[config.mk]
export PLATFORM = sky130hd
export DESIGN_NAME = tdm_demux
export DESIGN_NICKNAME = d
export VERILOG_FILES = /design/src/rtl/tdm_demux.sv
export SDC_FILE = /design/constraint.sdc
export NUM_CORES = 1
export LEC_CHECK = 0
export ABC_CLOCK_PERIOD_IN_PS = 1430
export CAP_MARGIN = 20
export CORE_MARGIN = 2
export CORE_UTILIZATION = 42
export CTS_CLUSTER_DIAMETER = 50
export DETAILED_ROUTE_END_ITERATION = 8
export PLACE_DENSITY = 0.71
export SKIP_LAST_GASP = 1
export SYNTH_ARGS = -nofsm -noshare
export SYNTH_HDL_FRONTEND = slang
export SYNTH_SLANG_ARGS = --single-unit
[constraint.sdc]
create_clock -name clk -period 1.43 [get_ports clk]
set_input_delay 0.143 -clock clk [delete_from_list [all_inputs] [get_ports clk]]
set_output_delay 0.143 -clock clk [all_outputs]
set_load 0.01 [all_outputs]
[src/rtl/tdm_demux.sv]
// tdm_demux: rebuilds NCH parallel channels from a slot-aligned TDM sample stream
module tdm_demux #(
  parameter int NCH = 4,
  parameter int DW  = 1,
  parameter int SW  = 2
) (
  input  logic              clk,
  input  logic              rst_n,
  input  logic [DW-1:0]     din,
  input  logic              din_valid,
  input  logic              sof,
  output logic [NCH*DW-1:0] o,
  output logic              o_valid,
  output logic [SW-1:0]     s,
  output logic              err
);
  typedef enum logic {IDLE, RUN} state_t;
  state_t                     state_q;
  logic [SW-1:0]              s_q;
  logic [NCH-2:0][DW-1:0]     shadow_q;
  logic [NCH*DW-1:0]          o_q;
  logic                       o_valid_q;
  logic                       err_q;
  // Framing FSM: hunt for sof, steer samples into shadow slots, publish full frames.
  // The last slot is never stored; it goes straight into o alongside the shadow.
  always_ff @(posedge clk or negedge rst_n)
    if (!rst_n) begin
      state_q   <= IDLE;
      s_q       <= '0;
      shadow_q  <= '0;
      o_q       <= '0;
      o_valid_q <= 1'b0;
      err_q     <= 1'b0;
    end else begin
      o_valid_q <= 1'b0;
      err_q     <= 1'b0;
      if (din_valid) begin
        if (sof) begin
          shadow_q[0] <= din;
          s_q         <= SW'(1);
          state_q     <= RUN;
          err_q       <= (state_q == RUN) && (s_q != '0);
        end else if (state_q == RUN) begin
          if (s_q == '0) begin
            err_q   <= 1'b1;
            state_q <= IDLE;
          end else if (s_q == SW'(NCH-1)) begin
            o_q       <= {din, shadow_q};
            o_valid_q <= 1'b1;
            s_q       <= '0;
          end else begin
            shadow_q[s_q] <= din;
            s_q           <= s_q + SW'(1);
          end
        end
      end
    end
  assign o       = o_q;
  assign o_valid = o_valid_q;
  assign s       = s_q;
  assign err     = err_q;
endmodule

# Word-level counts from Yosys, hierarchy flattened
# Cells that the tools add are included.
classes:
  reduce_logical: 9
  n_eq_ne: 3
  n_lt_le_gt_ge: 2
  bitwise_logic: 3
  n_addsub: 1
  mux: 23
ops:
  columns: ["cell", "n"]
  rows:
  - ["$mux W1", 17]
  - ["$reduce_and A5 Y1", 2]
  - ["$mux W2", 4]
  - ["$ne A2 B2 Y1 const B", 2]
  - ["$reduce_and A4 Y1", 1]
  - ["$reduce_bool A2 Y1", 2]
  - ["$bwmux W3", 1]
  - ["$lt A2 B3 Y1 const B", 1]
  - ["$not A1 Y1", 3]
  - ["$reduce_and A3 Y1", 1]
  - ["$add A2 B1 Y2 const B", 1]
  - ["$demux W1 S2", 1]
  - ["$eq A2 B2 Y1 const B", 1]
  - ["$ge A2 B1 Y1 const B", 1]
  - ["$logic_and A1 B1 Y1", 2]
  - ["$logic_not A2 Y1", 1]
word_totals:
  reg_bits: 12
  in_bits: 5
  out_inout_bits: 8

# Logic depth before layout (Yosys ltp)
logic_depth:
  depth_word: 9
  mapped_depth: 5
  mapped_depth_nobuf: 5

# Worst setup path before layout
# No wires, ideal clock.
synth_path:
  path_kind: "reg-to-reg"
  start: "reg s_q[0] (netlist: s[0])"
  end: "reg o_q[0] (netlist: o[0])"
  path_buffers: 0
  setup_time_ns: 0.125
  slack_ns: -0.112
  period_less_slack_ns: 1.542
  path_stages_with_launch: 5
  t_required_ns: 1.305
  arrival_time_ns: 1.417
  path_cell_list: "dfrtp_1 -> inv_1 -> ha_1 -> and3b_4 -> mux2_4"
synth_via:
  elab_chain_len: 3
  elab_cells_between_ends: 4
synth_lines:
  columns: ["element", "line_no", "source"]
  rows:
  - ["start, declared", "19", "logic [SW-1:0] s_q;"]
  - ["start signal, assigned", "53", "s_q <= s_q + SW'(1);"]
  - ["$logic_not A2 Y1", "44", "if (s_q == '0) begin"]
  - ["$not A1 Y1 (no line)", null, null]
  - ["$reduce_and A5 Y1 (no line) (*)", null, null]
  - ["end signal, assigned", "48", "o_q <= {din, shadow_q};"]
  - ["end, declared", "21", "logic [NCH*DW-1:0] o_q;"]
# Every way passes the cells marked *; elsewhere a longest branch is shown, timed or not.
# A chain may end at the register's enable or synchronous reset.

# Worst setup path after layout
layout_path:
  start: "reg s_q[0] (netlist: s[0])"
  end: "reg o_q[3] (netlist: o[3])"
# Same word-level chain as after synthesis.

==> metrics.json <==
{
  "status": "completed",
  "slew_headroom_pct": 64.6,
  "drive_above_1_share_pct": 40.8,
  "grt_antenna_before_repair": 0,
  "row_count": 13,
  "place_congestion": 0.769,
  "syn_nets": 59,
  "grt_max_degree": 13,
  "synth-edff-count": 0,
  "drv.max_cap_violation_count": 0,
  "critical_path_class": "register to register",
  "critical_path.n_buffers_inverters": 1,
  "numCtsBuffers": 3,
  "first_iter_violations": 12,
  "drt_pre_antenna_iters": 4,
  "cp-startpoint": "s[0]",
  "timing.critical_path.fanout_max": 5,
  "ys_dominant_reg_cell": "dfrtp_1",
  "syn_area_sq_um": 618,
  "core_area_sq_mm": 0.00133,
  "syn_avg_cell_area_sq_um": 12.9,
  "post_detail_place_hpwl_um": 801,
  "grt_overflow_total": 0,
  "irDropWorstVdd_mv": 1.02,
  "finish.net_count": 83,
  "end_kind": "register",
  "antenna_cells": 0,
  "most_common_library_cell_in_the_layout_ignoring_fill_and_taps": "clkdlybuf4s50_1",
  "r2r_start": "s[0]",
  "crit_path_start_kind": "register",
  "worst_setup_hold_path_clk_slew_ns": 0.08,
  "post_route_clock_period_utilization_pct": 98.9,
  "layout.cells.most_common_list": "clkdlybuf4s50_1, dfrtp_1, buf_4",
  "power_per_cell_area_mw_per_mm2": 1860,
  "numPortBuffers": 12,
  "worstMarginPinSlew_ns": 0.530,
  "rsz0062_at_grt": "true",
  "cts.htree.levels": 1,
  "synth_cells": 48,
  "path_class_of_the_lowest_slack_min_delay_path": "primary input to asynchronous set/reset pin",
  "crit_family": "flip-flops",
  "synth.yosys.seq_area_share_pct": 48.6,
  "clockRootBuffer": "clkbuf_4",
  "route.detailed.vias_per_inst": 5.30,
  "multi_input_comb_area_sq_um": 320,
  "register_area_sq_um": 303,
  "worst_clock_skew_ns": 0.00536,
  "synth_seq_cells": 12,
  "finalSetupViolCount": 0,
  "wire_per_inst_um": 12.6,
  "first_global_vias": 413,
  "grt_pass1_wl_um": 1720,
  "initial_core_util_pct": 46.3,
  "hold_buffers": 0,
  "achievable-frequency_mhz": 707,
  "synthToLayoutAreaGrowth_pct": 39.9,
  "boundaryPins": 13,
  "die_height_um": 42.4,
  "clock_latency_ns": 0.26,
  "die_width_um": 42.4,
  "number_of_warnings_reported_in_the_yosys_synthesis_log": 0,
  "finalHoldViolations": 0,
  "crit_path_top_delay_cell": "dfrtp_2",
  "total_leakage_power_nw": 0.398,
  "timing.critical_path.arrival_ns": 1.56,
  "cp_cell_sequence": "inv_2 > ha_4 > and3b_4 > mux2_4",
  "die_area_sq_mm": 0.00179,
  "route.final.wire_length_um": 1090,
  "final_routed_drc_violation_total": 0,
  "cp.required_ns": 1.58,
  "fillCellCount": 95,
  "vias": 456,
  "tritoncts_clock_tree": "yes",
  "clock-sinks": 12,
  "slew_viol_final": 0,
  "hold_ws_ns": 0.220,
  "post_synth_num_cell_types": 21,
  "global_routing_usage_summed_across_all_routing_layers_pct": 13.2,
  "period_minus_slack_ns": 1.41,
  "max_stage_delay_ns": 0.41,
  "clk_path_buf_depth": 2,
  "final.setup.tns_ns": 0,
  "detail-route-antenna-nets": 0,
  "postSynth.asyncResetShare_pct": 100
}
-- repair_timing --
action                     CTS  global route
resized for setup            1             4
cloned                       0             0
pin swaps                    1             1
setup endpoints to repair    7             6
buffers inserted             1             1
-- path summary, 6_finish.rpt --
check                               to  slack, ns  cells after the start
max                               o[3]       0.02                      4
min                               o[1]       0.22                      1
max reg2reg                       o[3]       0.02                      4
min reg2reg                shadow_q[0]       0.51                      1
max in group asynchronous         s[0]       0.83                      1
min in group clk           shadow_q[0]       0.51                      1
-- layer usage --
| metal | vias up | GRT usage (%) | wire length, um |
|---|---|---|---|
| li1 | 220 | - | - |
| met1 | 225 | 16.9 | 516 |
| met2 | 9 | 19.7 | 515 |
| met3 | 2 | 2.59 | 36 |
| met4 | 0 | 9.38 | 19 |
| met5 | - | 0 | 0 |
-- cells in the mapped netlist (2+ instances only) --
cell / n / area, sq um
ha_1: 6 / 75.1
dfrtp_1: 12 / 300
o21ai_0: 3 / 15.0
mux2_4: 4 / 60.1
nand2_1: 3 / 11.3
nand3_1: 2 / 10.0
inv_1: 2 / 7.51
mux2_2: 3 / 33.8
-- cells by family after synthesis --
logic type | Yosys count | synth area share, %
AO/OA/AOI/OAI | 7 | 7.90
adder cells (fa/ha/maj) | 6 | 12.1
buffers and inverters | 3 | 2.43
flip-flops | 12 | 48.6
multiplexers | 7 | 15.2
AND/OR/NAND/NOR | 13 | 13.8
-- stage by stage --
stage	utilization, %	setup WS, ns	area (sq um)	total power [W]	instances
after global placement	59.9	-0.0471	800	0.00128	80
after detailed placement	59.9	-0.0627	800	0.00129	80
after floorplan	-	0.0149	623	0.000958	48
after CTS	63.1	-0.0106	842	0.00157	85
after global routing	64.8	-0.0361	865	0.00172	86
final	64.8	0.0153	865	0.00161	86
-- flip-flops by register name, indices dropped and copies added, names as in the netlist --
signal,cells
err,1
o,4
o_valid,1
s,2
shadow_q,3
state_q,1
-- where the power goes --
| group | internal (W) | switching [W] |
|---|---|---|
| Clock | 0.000154 | 0.000108 |
| Sequential | 0.000470 | 0.0000935 |
| Combinational | 0.000481 | 0.000300 |
| Total | 0.00111 | 0.000501 |
-- area by class of cell --
| type | count | share of cell area [%] |
|---|---|---|
| well taps | 15 | 2.17 |
| flip-flops and latches | 12 | 35.0 |
| multi-input cells | 33 | 37.0 |
| repair buffers | 20 | 20.7 |
| clock buffers | 4 | 4.20 |
| inverters | 2 | 0.868 |
No activity file was read; power rests on OpenSTA's default activity.
